## src/rtl/lcd_pkg.sv

```systemverilog
// Shared LCD definitions: HD44780 command/character constants, line geometry and the line-writer FSM states.
package lcd_pkg;

  localparam logic [7:0] LCD_CMD_SET_DDRAM = 8'h80;
  localparam logic [7:0] LCD_CHAR_SPACE    = 8'h20;
  localparam int         LCD_LINE_CHARS    = 16;
  localparam int         LCD_LINE_BITS     = LCD_LINE_CHARS * 8;

  typedef enum logic [1:0] {
    ST_IDLE,
    ST_CURSOR,
    ST_CHAR,
    ST_DONE
  } lcd_state_t;

  // NUL bytes in a producer's line are shown as blanks rather than CGRAM glyph 0.
  function automatic logic [7:0] lcd_printable(input logic [7:0] c);
    return (c == 8'h00) ? LCD_CHAR_SPACE : c;
  endfunction

endpackage

```

## src/rtl/lcd_line_arbiter_if.sv

```systemverilog
// Producer-side request bus plus the byte channel toward the LCD bus controller.
interface lcd_line_arbiter_if #(
  parameter int NUM_REQ = 4
);

  logic [NUM_REQ-1:0]     req;
  logic [NUM_REQ-1:0]     req_row;
  logic [NUM_REQ*128-1:0] req_line;
  logic [NUM_REQ-1:0]     grant;
  logic [NUM_REQ-1:0]     done;
  logic                   busy;
  logic                   lcd_valid;
  logic                   lcd_rs;
  logic [7:0]             lcd_data;
  logic                   lcd_ready;

  modport master (
    output req, req_row, req_line, lcd_ready,
    input  grant, done, busy, lcd_valid, lcd_rs, lcd_data
  );

  modport slave (
    input  req, req_row, req_line, lcd_ready,
    output grant, done, busy, lcd_valid, lcd_rs, lcd_data
  );

endinterface

```

## src/rtl/lcd_rr_arbiter.sv

```systemverilog
// Combinational round-robin picker: searches upward from last_grant+1 with wrap.
// Zero latency; no flow control of its own.
module lcd_rr_arbiter #(
  parameter int NUM_REQ = 4,
  parameter int IDX_W   = (NUM_REQ > 1) ? $clog2(NUM_REQ) : 1
) (
  input  logic [NUM_REQ-1:0] i_req,
  input  logic [IDX_W-1:0]   i_last_grant,
  output logic [IDX_W-1:0]   o_winner,
  output logic [NUM_REQ-1:0] o_onehot,
  output logic               o_any_req
);

  int w_cand;

  // Walk offsets from farthest to nearest so the nearest requester is written last and wins.
  always_comb begin
    o_winner  = '0;
    o_any_req = 1'b0;
    o_onehot  = '0;
    w_cand    = 0;
    for (int off = NUM_REQ; off >= 1; off--) begin
      w_cand = (int'(i_last_grant) + off) % NUM_REQ;
      if (i_req[IDX_W'(w_cand)]) begin
        o_winner  = IDX_W'(w_cand);
        o_any_req = 1'b1;
      end
    end
    if (o_any_req) begin
      o_onehot[o_winner] = 1'b1;
    end
  end

endmodule

```

## src/rtl/lcd_line_arbiter.sv

```systemverilog
// Shares one LCD byte channel among NUM_REQ line producers: cursor command + 16 chars per grant.
// With lcd_ready high a line takes 19 cycles grant-to-idle; each byte holds until lcd_valid && lcd_ready.
module lcd_line_arbiter
  import lcd_pkg::*;
#(
  parameter int         NUM_REQ   = 4,
  parameter logic [7:0] ROW1_ADDR = 8'h40
) (
  input logic               clk,
  input logic               rst,
  lcd_line_arbiter_if.slave bus
);

  localparam int               IDX_W    = (NUM_REQ > 1) ? $clog2(NUM_REQ) : 1;
  localparam logic [IDX_W-1:0] LAST_IDX = IDX_W'(NUM_REQ - 1);
  localparam logic [3:0]       CHAR_END = 4'(LCD_LINE_CHARS - 1);

  lcd_state_t          r_state;
  logic [7:0]          r_chars [LCD_LINE_CHARS];
  logic [3:0]          r_idx;
  logic [IDX_W-1:0]    r_last_grant;
  logic [NUM_REQ-1:0]  r_grant;
  logic [NUM_REQ-1:0]  r_done;
  logic                r_busy;
  logic                r_lcd_valid;
  logic                r_lcd_rs;
  logic [7:0]          r_lcd_data;

  logic [IDX_W-1:0]         w_winner;
  logic [NUM_REQ-1:0]       w_onehot;
  logic                     w_any_req;
  logic                     w_hs;
  logic [3:0]               w_idx_nxt;
  logic [LCD_LINE_BITS-1:0] w_lines     [NUM_REQ];
  logic [7:0]               w_win_chars [LCD_LINE_CHARS];

  lcd_rr_arbiter #(
    .NUM_REQ (NUM_REQ),
    .IDX_W   (IDX_W)
  ) u_rr (
    .i_req        (bus.req),
    .i_last_grant (r_last_grant),
    .o_winner     (w_winner),
    .o_onehot     (w_onehot),
    .o_any_req    (w_any_req)
  );

  for (genvar g = 0; g < NUM_REQ; g++) begin : g_req
    assign w_lines[g] = bus.req_line[g*LCD_LINE_BITS +: LCD_LINE_BITS];
  end

  for (genvar k = 0; k < LCD_LINE_CHARS; k++) begin : g_chr
    assign w_win_chars[k] = w_lines[w_winner][k*8 +: 8];
  end

  assign w_hs      = r_lcd_valid & bus.lcd_ready;
  assign w_idx_nxt = r_idx + 4'd1;

  always_ff @(posedge clk) begin
    if (rst) begin
      r_state      <= ST_IDLE;
      r_idx        <= '0;
      r_last_grant <= LAST_IDX;
      r_grant      <= '0;
      r_done       <= '0;
      r_busy       <= 1'b0;
      r_lcd_valid  <= 1'b0;
      r_lcd_rs     <= 1'b0;
      r_lcd_data   <= '0;
    end else begin
      r_done <= '0;
      case (r_state)
        ST_IDLE: begin
          if (w_any_req) begin
            r_chars      <= w_win_chars;
            r_grant      <= w_onehot;
            r_busy       <= 1'b1;
            r_last_grant <= w_winner;
            r_lcd_valid  <= 1'b1;
            r_lcd_rs     <= 1'b0;
            r_lcd_data   <= LCD_CMD_SET_DDRAM | (bus.req_row[w_winner] ? ROW1_ADDR : 8'h00);
            r_state      <= ST_CURSOR;
          end
        end
        ST_CURSOR: begin
          if (w_hs) begin
            r_idx      <= '0;
            r_lcd_rs   <= 1'b1;
            r_lcd_data <= lcd_printable(r_chars[0]);
            r_state    <= ST_CHAR;
          end
        end
        ST_CHAR: begin
          if (w_hs) begin
            if (r_idx == CHAR_END) begin
              r_lcd_valid <= 1'b0;
              r_done      <= r_grant;
              r_state     <= ST_DONE;
            end else begin
              r_idx      <= w_idx_nxt;
              r_lcd_data <= lcd_printable(r_chars[w_idx_nxt]);
            end
          end
        end
        ST_DONE: begin
          r_grant <= '0;
          r_busy  <= 1'b0;
          r_state <= ST_IDLE;
        end
        default: r_state <= ST_IDLE;
      endcase
    end
  end

  assign bus.grant     = r_grant;
  assign bus.done      = r_done;
  assign bus.busy      = r_busy;
  assign bus.lcd_valid = r_lcd_valid;
  assign bus.lcd_rs    = r_lcd_rs;
  assign bus.lcd_data  = r_lcd_data;

endmodule

```

## src/flat_wrapper.sv

```systemverilog
// flat-port wrapper written by rule: the top's interface ports become plain ports
module lcd_line_arbiter_flat import lcd_pkg::*;
#(
  parameter int         NUM_REQ   = 4,
  parameter logic [7:0] ROW1_ADDR = 8'h40
)
  (clk, rst, bus_req, bus_req_row, bus_req_line, bus_lcd_ready, bus_grant, bus_done, bus_busy, bus_lcd_valid, bus_lcd_rs, bus_lcd_data);
  lcd_line_arbiter_if #(.NUM_REQ(NUM_REQ)) bus_i ();
  input logic clk;
  input logic rst;
  input wire logic [$bits(bus_i.req)-1:0] bus_req;
  input wire logic [$bits(bus_i.req_row)-1:0] bus_req_row;
  input wire logic [$bits(bus_i.req_line)-1:0] bus_req_line;
  input wire logic [$bits(bus_i.lcd_ready)-1:0] bus_lcd_ready;
  output wire logic [$bits(bus_i.grant)-1:0] bus_grant;
  output wire logic [$bits(bus_i.done)-1:0] bus_done;
  output wire logic [$bits(bus_i.busy)-1:0] bus_busy;
  output wire logic [$bits(bus_i.lcd_valid)-1:0] bus_lcd_valid;
  output wire logic [$bits(bus_i.lcd_rs)-1:0] bus_lcd_rs;
  output wire logic [$bits(bus_i.lcd_data)-1:0] bus_lcd_data;
  assign bus_i.req = bus_req;
  assign bus_i.req_row = bus_req_row;
  assign bus_i.req_line = bus_req_line;
  assign bus_i.lcd_ready = bus_lcd_ready;
  assign bus_grant = bus_i.grant;
  assign bus_done = bus_i.done;
  assign bus_busy = bus_i.busy;
  assign bus_lcd_valid = bus_i.lcd_valid;
  assign bus_lcd_rs = bus_i.lcd_rs;
  assign bus_lcd_data = bus_i.lcd_data;
  lcd_line_arbiter #(.NUM_REQ(NUM_REQ), .ROW1_ADDR(ROW1_ADDR)) u_core (.clk(clk), .rst(rst), .bus(bus_i));
endmodule
```

## config.mk

```make
export PLATFORM = sky130hd
export DESIGN_NAME = lcd_line_arbiter_flat
export DESIGN_NICKNAME = d
export VERILOG_FILES = /design/src/rtl/lcd_pkg.sv /design/src/rtl/lcd_line_arbiter_if.sv /design/src/rtl/lcd_rr_arbiter.sv /design/src/rtl/lcd_line_arbiter.sv /design/src/flat_wrapper.sv
export SDC_FILE = /design/constraint.sdc
export NUM_CORES = 1
export LEC_CHECK = 0
export BUFFER_PORTS_ARGS = -buffer_cell sky130_fd_sc_hd__buf_2
export CORE_AREA = 2 2 213 215
export CTS_BUF_LIST = sky130_fd_sc_hd__clkbuf_8
export CTS_CLUSTER_DIAMETER = 200
export DETAILED_ROUTE_END_ITERATION = 16
export DIE_AREA = 0 0 215 217
export PLACE_DENSITY = 0.52
export SLEW_MARGIN = 5
export SYNTH_ARGS = -nofsm -noshare
export SYNTH_HDL_FRONTEND = slang
export SYNTH_SLANG_ARGS = --single-unit
export TNS_END_PERCENT = 20
```

## constraint.sdc

```tcl
create_clock -name clk -period 8.2 [get_ports clk]
set_input_delay 0.41 -clock clk [delete_from_list [all_inputs] [get_ports clk]]
set_output_delay 0.41 -clock clk [all_outputs]
set_load 0.01 [all_outputs]
```

# [Word level (Yosys, flattened, before mapping)]
# Index checks and enable logic that the tools add are counted.
[totals] input_bits=523 out_inout_bits=19 wordCells=129 ff_bits=155
[classes] magnitude_cmp=8 n_bitwise=7 n_mux=57 eq_ne=9 n_addsub=5 reduce_logical=18
[op_table] operator="128-bit binary-select mux with 2-bit select" count=1
[op_table] operator="128-bit 2-to-1 mux" count=2
[op_table] operator="8-bit 2-to-1 mux" count=8
[op_table] operator="8-bit binary-select mux with 4-bit select" count=1
[op_table] operator="8-bit one-hot mux with 3 select lines" count=1
[op_table] operator="1-bit 2-to-1 mux" count=19
[op_table] operator="8-bit logical NOT" count=2
[op_table] operator="2-bit by 4-bit < comparator with 1-bit output (second input constant)" count=4
[op_table] operator="2-bit 2-to-1 mux" count=8
[op_table] operator="4-bit 2-to-1 mux" count=4
[op_table] operator="4-bit one-hot mux with 2 select lines" count=2
[op_table] operator="4-bit AND reduction" count=3
[op_table] operator="1-bit binary-select mux with 2-bit select" count=5
[op_table] operator="2-bit one-hot mux with 4 select lines" count=1
[op_table] operator="2-bit nonzero test" count=4
[op_table] operator="7-bit 2-to-1 mux" count=1
[op_table] operator="2-bit by 1-bit != test with 1-bit output (second input constant)" count=3
[op_table] operator="1-bit one-hot mux with 2 select lines" count=3
[op_table] operator="3-bit AND reduction" count=2
[op_table] operator="5-bit >= comparator (second input constant)" count=1
[op_table] operator="4-bit NOT with 5-bit output" count=1
[op_table] operator="5-bit AND reduction" count=1
[op_table] operator="2-bit by 1-bit adder with 2-bit output (second input constant)" count=2
[op_table] operator="2-bit adder (second input constant)" count=2
[op_table] operator="other kinds (17)" count=23

# [Logic depth before layout (Yosys ltp)]
# Gate-level depths: netlist (run 1).
[logic_depth] ltp_word=14 depth_mapped=10 depth_no_buf=8

# [By module]
# From an unflattened synthesis (run 1), not the netlist that was laid out.
[hier_totals] cells_unflattened=532 hier_area_um2=9450.3
[modules_own_cells] module="lcd_line_arbiter" instances=1 cells_per_inst=498 seq_area_each_um2=4384.2 area_each_um2=9202.6
[modules_own_cells] module="lcd_rr_arbiter" instances=1 cells_per_inst=34 seq_area_each_um2=0.0 area_each_um2=247.7

# [Worst setup path before layout (run 1)]
# OpenSTA, ideal clock, no wires.
[synth_timing] kind="input port to flip-flop" start="input port rst" end="register u_core.r_chars[0] in the netlist's numbering, enable pin" arrival_ns=6.136 path_buffers=2 path_slack_ns=1.447 setup_ns=0.617 required_time_ns=7.583 stages=3 path_cell_list="clkbuf_1 > clkbuf_1 > nor2_1"
[synth_between] elab_chain_cells=2
[synth_lines] element="start, declared" line="flat_wrapper.sv:10" text="input logic rst;"
[synth_lines] element="1-bit NOT (no source line)"
[synth_lines] element="3-bit AND reduction (no source line)"
[synth_lines] element="end signal, assigned" line="lcd_line_arbiter.sv:75" text="r_chars <= w_win_chars;"
[synth_lines] element="end, declared" line="lcd_line_arbiter.sv:19" text="logic [7:0] r_chars [LCD_LINE_CHARS];"
# No other way between the ends.
# A chain may end at the register's enable or synchronous reset.

# [Worst setup path in the final report (run 1)]
[layout_timing] start="register u_core.r_idx[0]" end="register u_core.r_lcd_data[0], in the netlist u_core.bus.lcd_data[0]"
[layout_between] elab_chain_cells=10 elab_cells_between_ends=13 classes_between="add/sub (1); eq/ne (2); mux (7); bitwise (1); reduce/logical (2)"
[layout_lines] element="start, declared" line="lcd_line_arbiter.sv:20" text="logic [3:0] r_idx;"
[layout_lines] element="start signal, assigned" line="lcd_line_arbiter.sv:100" text="r_idx <= w_idx_nxt;"
[layout_lines] element="4-bit by 1-bit adder with 4-bit output" line="lcd_line_arbiter.sv:57" text="assign w_idx_nxt = r_idx + 4'd1;"
[layout_lines] element="4-bit NOT with 5-bit output (not written as such)" line="lcd_line_arbiter.sv:101" text="r_lcd_data <= lcd_printable(r_chars[w_idx_nxt]);"
[layout_lines] element="8-bit binary-select mux with 4-bit select" line="lcd_line_arbiter.sv:101"
[layout_lines] element="8-bit 2-to-1 mux (not written as such) (2 in series)" line="lcd_line_arbiter.sv:101"
[layout_lines] element="8-bit logical NOT" line="lcd_pkg.sv:18" text="return (c == 8'h00) ? LCD_CHAR_SPACE : c;"
[layout_lines] element="8-bit 2-to-1 mux" line="lcd_pkg.sv:18"
[layout_lines] element="8-bit 2-to-1 mux" line="lcd_line_arbiter.sv:95" text="if (r_idx == CHAR_END) begin"
[layout_lines] element="8-bit 2-to-1 mux" line="lcd_line_arbiter.sv:94" text="if (w_hs) begin"
[layout_lines] element="8-bit one-hot mux with 3 select lines" line="lcd_line_arbiter.sv:72" text="case (r_state)"
[layout_lines] element="end signal, assigned" line="lcd_line_arbiter.sv:81" text="r_lcd_data <= LCD_CMD_SET_DDRAM | (bus.req_row[w_winner] ? ROW1_ADDR : 8'h00);"
[layout_lines] element="end signal, assigned" line="lcd_line_arbiter.sv:89" text="r_lcd_data <= lcd_printable(r_chars[0]);"
[layout_lines] element="end signal, assigned" line="lcd_line_arbiter.sv:101"
[layout_lines] element="end, declared" line="lcd_line_arbiter.sv:27" text="logic [7:0] r_lcd_data;"
# Parallel ways exist; a longest one is shown, timed or not. The select of a mux whose other input is x is not followed.

==> out/qor.csv, run 1 <==
metric,value,unit
start_kind,flip-flop,
whs_path_depth,3,
portBuffers,541,
peakVddDrop,0.1452,mV
netlist_area,0.01014,mm^2
drt_pass1_iterations,5,
ys_async_sr_fraction,0,%
hold_viol,0,
ys_seq_area_share,43.25,%
drc,0,
dpl.hpwl,32.46,mm
worstPathMaxFanout,36,
arrival,3.75,ns
fillCellCount,4824,
setup_viol,0,
grt_pass1_vias,9691,
clk-insertion-delay-late,0.48,ns
worstHoldStart,bus_lcd_ready,
worst_r2r_path_depth,7,
yosysTopAreaCell,edfxtp_1,
drive_above_1_share,39.37,%
cts.reportedPaths.clkPinSlew,0.09,ns
vias_per_cell,4.751,
finalCriticalPeriod,3.405,ns
grt-ovfl-total,0,
fin_tns_setup,0,ns
postCtsHoldBufs,0,
slew_headroom,19.94,%
rsz0062_at_grt,no,
antenna_found_initial,3,
clock_sinks,155,
num_io_pins,542,
required,8.55,ns
wl_per_cell,19.45,um
yosysWarnings,0,
reg2reg_from,u_core.r_idx[0]$_SDFFE_PP0P_,
hold_path_class,input port to flip-flop,
layout-area-overhead-vs-synth,34.88,%
grt_pass1_wl,60.23,mm
cp_slowest_cell,dfxtp_2,
synthesis.instances,1086,
cts_buffers,17,
run_status,"finished, final reports clean",
cts_buffer_depth,2,
dieArea,0.04666,mm^2
grt_start_max_net_pins,131,
first_iter_violations,599,
die_h,217,um
place_congestion,0.8717,
holdPathEnd,u_core.bus.lcd_rs$_SDFFE_PP0P_,
max_stage_delay,1.07,ns
final_max_slew_viol_count,0,
core,0.04470,mm^2
htreeDepth,4,
max_freq,293.7,MHz
synthTopCellsByCount,"266 x nand2_1, 137 x and2_1, 133 x a211oi_1",
synth-seq-cells,155,
endpoint_kind,flip-flop,
grt_use_total,17.31,%
postSynthAreaPerCell,9.333,um^2
leakage,5.567,nW
rrSetupSlack,4.80,ns
synth.most_common_cell,nand2_1,
synth_edf_count,128,
cp_cell_sequence,ha_2 -> mux4_1 -> and2_1 -> a211oi_1 -> a21oi_1 -> a22oi_1 -> o32ai_1,
vias,10280,
yosysTopAreaCellShare,37.92,%
final_nets,2077,
reg2reg_to,u_core.bus.lcd_data[0]$_SDFFE_PP0P_,
power.density,275.7,mW/mm^2
synth_top_flop_cell,edfxtp_1,
finalClockSkew,0.01529,ns
cts_tree,built,
post_cts_buffers,0,
cts-root-buf,clkbuf_8,
synth_area_leaders,"edfxtp_1 38%, a211oi_1 9.9%, nand2_1 9.9%",
initial_core_util,22.68,%
synth_cell_types,51,
tightest_slew,1.201,ns
fin_crit_sh,41.52,%
cap_violations,0,
ant_nets,0,
synth.net_count,1614,
num_rows,78,
final_util,30.59,%
wirelength,42.09,mm
worstSetupPathType,flip-flop to flip-flop,
cts_resized,0,
die-width,215,um
logic make-up (layout without fill, tap and decap cells):
| kind of cell | count (synthesis) | count (layout) | synth area share [%] |
|---|---|---|---|
| muxes | 41 | 41 | 8.579 |
| buffers and inverters | 116 | 592 | 4.851 |
| AOI/OAI and AO/OA | 313 | 313 | 21.45 |
| xor gates and xnor gates | 3 | 3 | 0.2593 |
| and+or+nand+nor | 453 | 453 | 20.99 |
| other | 0 | 2 | 0 |
| DFF | 155 | 155 | 43.25 |
| adders and majority gates | 5 | 5 | 0.6172 |
layout make-up:
cell class              count  area, um^2  share of cell area (%)
multi-input cells         815        5305                   38.80
flip-flops and latches    155        4385                   32.08
repair buffers            550        2775                   20.30
well taps                 600       750.7                   5.491
clock buffers              19       261.5                   1.913
clock inverters            13       151.4                   1.107
inverters                  10       37.54                  0.2745
diodes                      2       5.005                 0.03661
flip-flops by register name, summed over array words and instances (netlist names):
name                  count
u_core.r_last_grant       2
u_core.bus.grant          4
u_core.bus.lcd_valid      1
u_core.bus.lcd_data       8
u_core.r_idx              4
u_core.r_state            2
u_core.bus.busy           1
u_core.r_chars          128
u_core.bus.done           4
u_core.bus.lcd_rs         1
how the worst max path moves through the flow:
stage                                  from  slack, ns                                   to  cells past startpoint
2_1_floorplan                           rst       1.45          u_core.r_chars[0]$_DFFE_PP_                      3
3_3_place_gp   u_core.r_idx[0]$_SDFFE_PP0P_       4.77  u_core.bus.lcd_data[5]$_SDFFE_PP0P_                      7
3_5_place_dp   u_core.r_idx[0]$_SDFFE_PP0P_       4.70  u_core.bus.lcd_data[5]$_SDFFE_PP0P_                      5
4_1_cts        u_core.r_idx[0]$_SDFFE_PP0P_       4.66  u_core.bus.lcd_data[5]$_SDFFE_PP0P_                      5
5_1_grt        u_core.r_idx[0]$_SDFFE_PP0P_       4.44  u_core.bus.lcd_data[0]$_SDFFE_PP0P_                      7
6_report       u_core.r_idx[0]$_SDFFE_PP0P_       4.80  u_core.bus.lcd_data[0]$_SDFFE_PP0P_                      7
through the flow:
stage	area, um^2	std cells	hold slack (ns)	worst slack, ns	total power (W)
global route	13670	2164	0.2529	4.442	0.004044
CTS	13670	2162	0.2027	4.657	0.003836
floorplan	10140	1086	0.4656	1.447	0.002522
global placement	13250	2130	0.4860	4.766	0.003182
finish	13670	2164	0.2504	4.795	0.003769
detailed placement	13250	2130	0.4918	4.703	0.003184
cell usage in the layout (no fill, tap or decap), drive strengths merged, types with 3 or more instances in the layout:
cell,n
mux4,34
clkbuf,19
a31oi,128
clkinv,4
bufinv,3
a211o,3
o21ai,6
clkinvlp,4
nor4,5
ha,5
nand3,4
dfxtp,27
a21oi,14
and2,137
edfxtp,128
inv,12
nor2,22
a22oi,6
nor3,3
nand2,266
a221oi,3
o32ai,6
a211oi,133
mux2i,7
buf,550
report_power, final:
group | switching, W | internal [W]
Combinational | 0.00109 | 0.000624
Sequential | 0.000183 | 0.00125
Clock | 0.000309 | 0.000313
Total | 0.00158 | 0.00219
critical path, delay by kind of cell (launching register included):
kind                     cells  cell delay, ns
AO/OA/AOI/OAI                4            0.76
multiplexers                 1            0.41
AND/OR/NAND/NOR              1            0.17
flip-flops                   1            1.07
adder cells (fa/ha/maj)      1            0.85
per-layer routing:
metal	vias up	track usage (%)	share of wire, %
li1	4989	-	-
met1	4909	23.14	45
met2	351	29.15	49
met3	31	2.865	4.5
met4	2	4.322	1.4
met5	-	0	0.031
Power figures use the tool's default switching activity.
==> run 2: changes to the inputs <==
- ABC_AREA: unset -> 1
- PLACE_DENSITY: 0.52 -> 0.53
- clock period: 8.2 -> 2.8 ns (I/O delays scaled with it)
==> out/qor.csv, run 2 <==
metric,value,unit
worstPathMaxFanout,30,
place_congestion,0.8965,
htreeDepth,4,
max_stage_delay,0.56,ns
drt-met1-wl,22.45,mm
worstSetupPathType,flip-flop to flip-flop,
arrival,3.05,ns
drive_above_1_share,31.58,%
core,0.04470,mm^2
synth.net_count,1727,
hold_path_class,input port to flip-flop,
setup_viol,3,
clk-insertion-delay-late,0.49,ns
run_status,"complete, but fails checks",
tightest_slew,0.7059,ns
finalClockSkew,0.01437,ns
endpoint_kind,flip-flop,
cp_cell_sequence,buf_4 -> xnor2_2 -> nand2_1 -> nand2_1 -> nand3_1 -> nand3_1 -> nand2_4 -> inv_2 -> nor2_4 -> buf_4 -> buf_12 -> a22oi_2 -> nand2_1 -> dlygate4sd3_1,
fillCellCount,4472,
stdcell_count,2770,
drt_pass1_iterations,8,
fin_crit_sh,100.3,%
start_kind,flip-flop,
finalPower,0.02197,W
postSynthAreaPerCell,7.992,um^2
routed-wl-met3,3.912,mm
vias,13550,
ys_seq_area_share,45.75,%
synth-seq-cells,155,
final_max_slew_viol_count,0,
cp_slowest_cell,dlygate4sd3_1,
netlist_area,0.009583,mm^2
path_buf_inv,5,
hold_viol,0,
slew_headroom,52.78,%
clock_sinks,155,
num_rows,78,
first_iter_violations,1059,
die-width,215,um
ant_nets,0,
cap_violations,0,
cts.reportedPaths.clkPinSlew,0.09,ns
wirelength,56.23,mm
leakage,8.222,nW
synth_cell_types,32,
synth_area_leaders,"edfxtp_1 40%, nand2_1 16%, a22oi_1 15%",
place_area,0.01305,mm^2
grt_pass1_vias,13950,
initial_core_util,21.44,%
cts_buffers,17,
grt-ovfl-total,0,
fin_ws,-0.008088,ns
top_layer_used,met5,
cts_tree,built,
antenna_found_initial,5,
cts-root-buf,clkbuf_8,
yosysWarnings,0,
largest-register,u_core.r_chars,
rsz0062_at_grt,yes,
required,3.04,ns
final_cell_area,0.01827,mm^2
wl_met2,27.26,mm
grt_pass1_wl,77.66,mm
max_freq,356.1,MHz
layout_commonest_cell,buf_2,
dpl.hpwl,35.10,mm
yosysTopAreaCellShare,40.11,%
dpl_worst_slack,0.2698,ns
synth.most_common_cell,nand2_1,
synth_edf_count,128,
portBuffers,541,
peakVddDrop,0.9778,mV
synthTopCellsByCount,"420 x nand2_1, 196 x a22oi_1, 137 x nand3_1",
largest_reg_flops,128,
layout_common_cells,"541 x buf_2, 417 x dlygate4sd3_1, 413 x nand2_1",
final_nets,2681,
layout-area-overhead-vs-synth,90.69,%
synth_top_flop_cell,edfxtp_1,
cpMostUsedCell,nand2_1,
ys_async_sr_fraction,0,%
grt_use_total,21.66,%
num_io_pins,542,
wl_per_cell,20.30,um
cts_buffer_depth,2,
yosysTopAreaCell,edfxtp_1,
synthesis.instances,1199,
vias_per_cell,4.890,
violations,setup timing,
grt_start_max_net_pins,70,
power.density,1202,mW/mm^2
drc,0,
die_h,217,um
dp_cells,2287,
dieArea,0.04666,mm^2
finalCriticalPeriod,2.808,ns
cp_top_family,buffers and inverters,
run 2: cell types whose count changed after synthesis, sizes merged, moves of 37 or more:
cell	before	now
and2	137	0
nand3	4	138
a22oi	6	196
buf	28	65
a31oi	128	1
inv	10	71
a211oi	133	0
nand2	266	422
clkbuf	78	19
run 2: layout make-up:
| class | instances | area [um^2] | area share, % |
|---|---|---|---|
| multi-input cells | 889 | 4696 | 25.70 |
| well taps | 600 | 750.7 | 4.108 |
| diodes | 4 | 10.01 | 0.05478 |
| clock buffers | 17 | 234.0 | 1.280 |
| repair buffers | 1019 | 7759 | 42.46 |
| flip-flops and latches | 155 | 4393 | 24.04 |
| clock inverters | 15 | 148.9 | 0.8148 |
| inverters | 71 | 282.8 | 1.547 |
run 2: kinds of logic after synthesis:
| group | Yosys count | synth area share (%) |
|---|---|---|
| fa+ha+maj | 5 | 0.6528 |
| buf+inv | 155 | 7.769 |
| xor+xnor | 6 | 0.6268 |
| simple gates | 620 | 26.37 |
| flops | 155 | 45.75 |
| compound gates | 258 | 18.83 |
run 2: worst register-to-register path, stage by stage, from the launching register on:
cell,delay [ns]
dfxtp_4,0.38
buf_4,0.14
xnor2_2,0.18
nand2_1,0.11
nand2_1,0.11
nand3_1,0.07
nand3_1,0.11
nand2_4,0.11
inv_2,0.10
nor2_4,0.05
buf_4,0.14
buf_12,0.15
a22oi_2,0.25
nand2_1,0.09
dlygate4sd3_1,0.56
run 2: repair_timing:
item	in CTS	in global routing
endpoints found under the setup margin	0	81
buffers inserted	0	10
gates resized for setup	0	67
endpoints found under the hold margin	121	4
hold buffers	428	6
run 2: metal layers:
| layer | vias up | global-route usage (%) |
|---|---|---|
| met4 | 2 | 9.839 |
| met1 | 6310 | 25.37 |
| li1 | 6127 | - |
| met5 | - | 0 |
| met2 | 868 | 38.36 |
| met3 | 239 | 4.137 |
run 2: path summary, 6_finish.rpt:
check                           slack [ns]  cells after the start                                start                            end
worst min-delay path                 0.004                      3                    bus_req_line[280]   u_core.r_chars[96]$_DFFE_PP_
worst min register to register        0.45                      2     u_core.bus.grant[3]$_SDFFE_PP0P_  u_core.bus.done[3]$_SDFF_PP0_
worst max-delay path                -0.008                     14  u_core.r_last_grant[0]$_SDFFE_PP1P_   u_core.r_chars[29]$_DFFE_PP_
worst max register to register      -0.008                     14  u_core.r_last_grant[0]$_SDFFE_PP1P_   u_core.r_chars[29]$_DFFE_PP_
run 2: power by group:
| part | switching [W] | leakage [nW] | internal [W] |
|---|---|---|---|
| Combinational | 0.00858 | 6.60 | 0.00654 |
| Sequential | 0.000496 | 1.44 | 0.00461 |
| Clock | 0.000943 | 0.189 | 0.000788 |
run 2: stage by stage:
stage	util (%)	hold WS, ns	TNS (ns)
after global placement	29.20	0.4292	0
final	40.88	0.004273	-0.02305
after CTS	39.64	0.0004066	0
after global routing	40.88	0.009936	-4.144
after floorplan	-	0.3330	-64.34
after detailed placement	29.20	0.4278	0
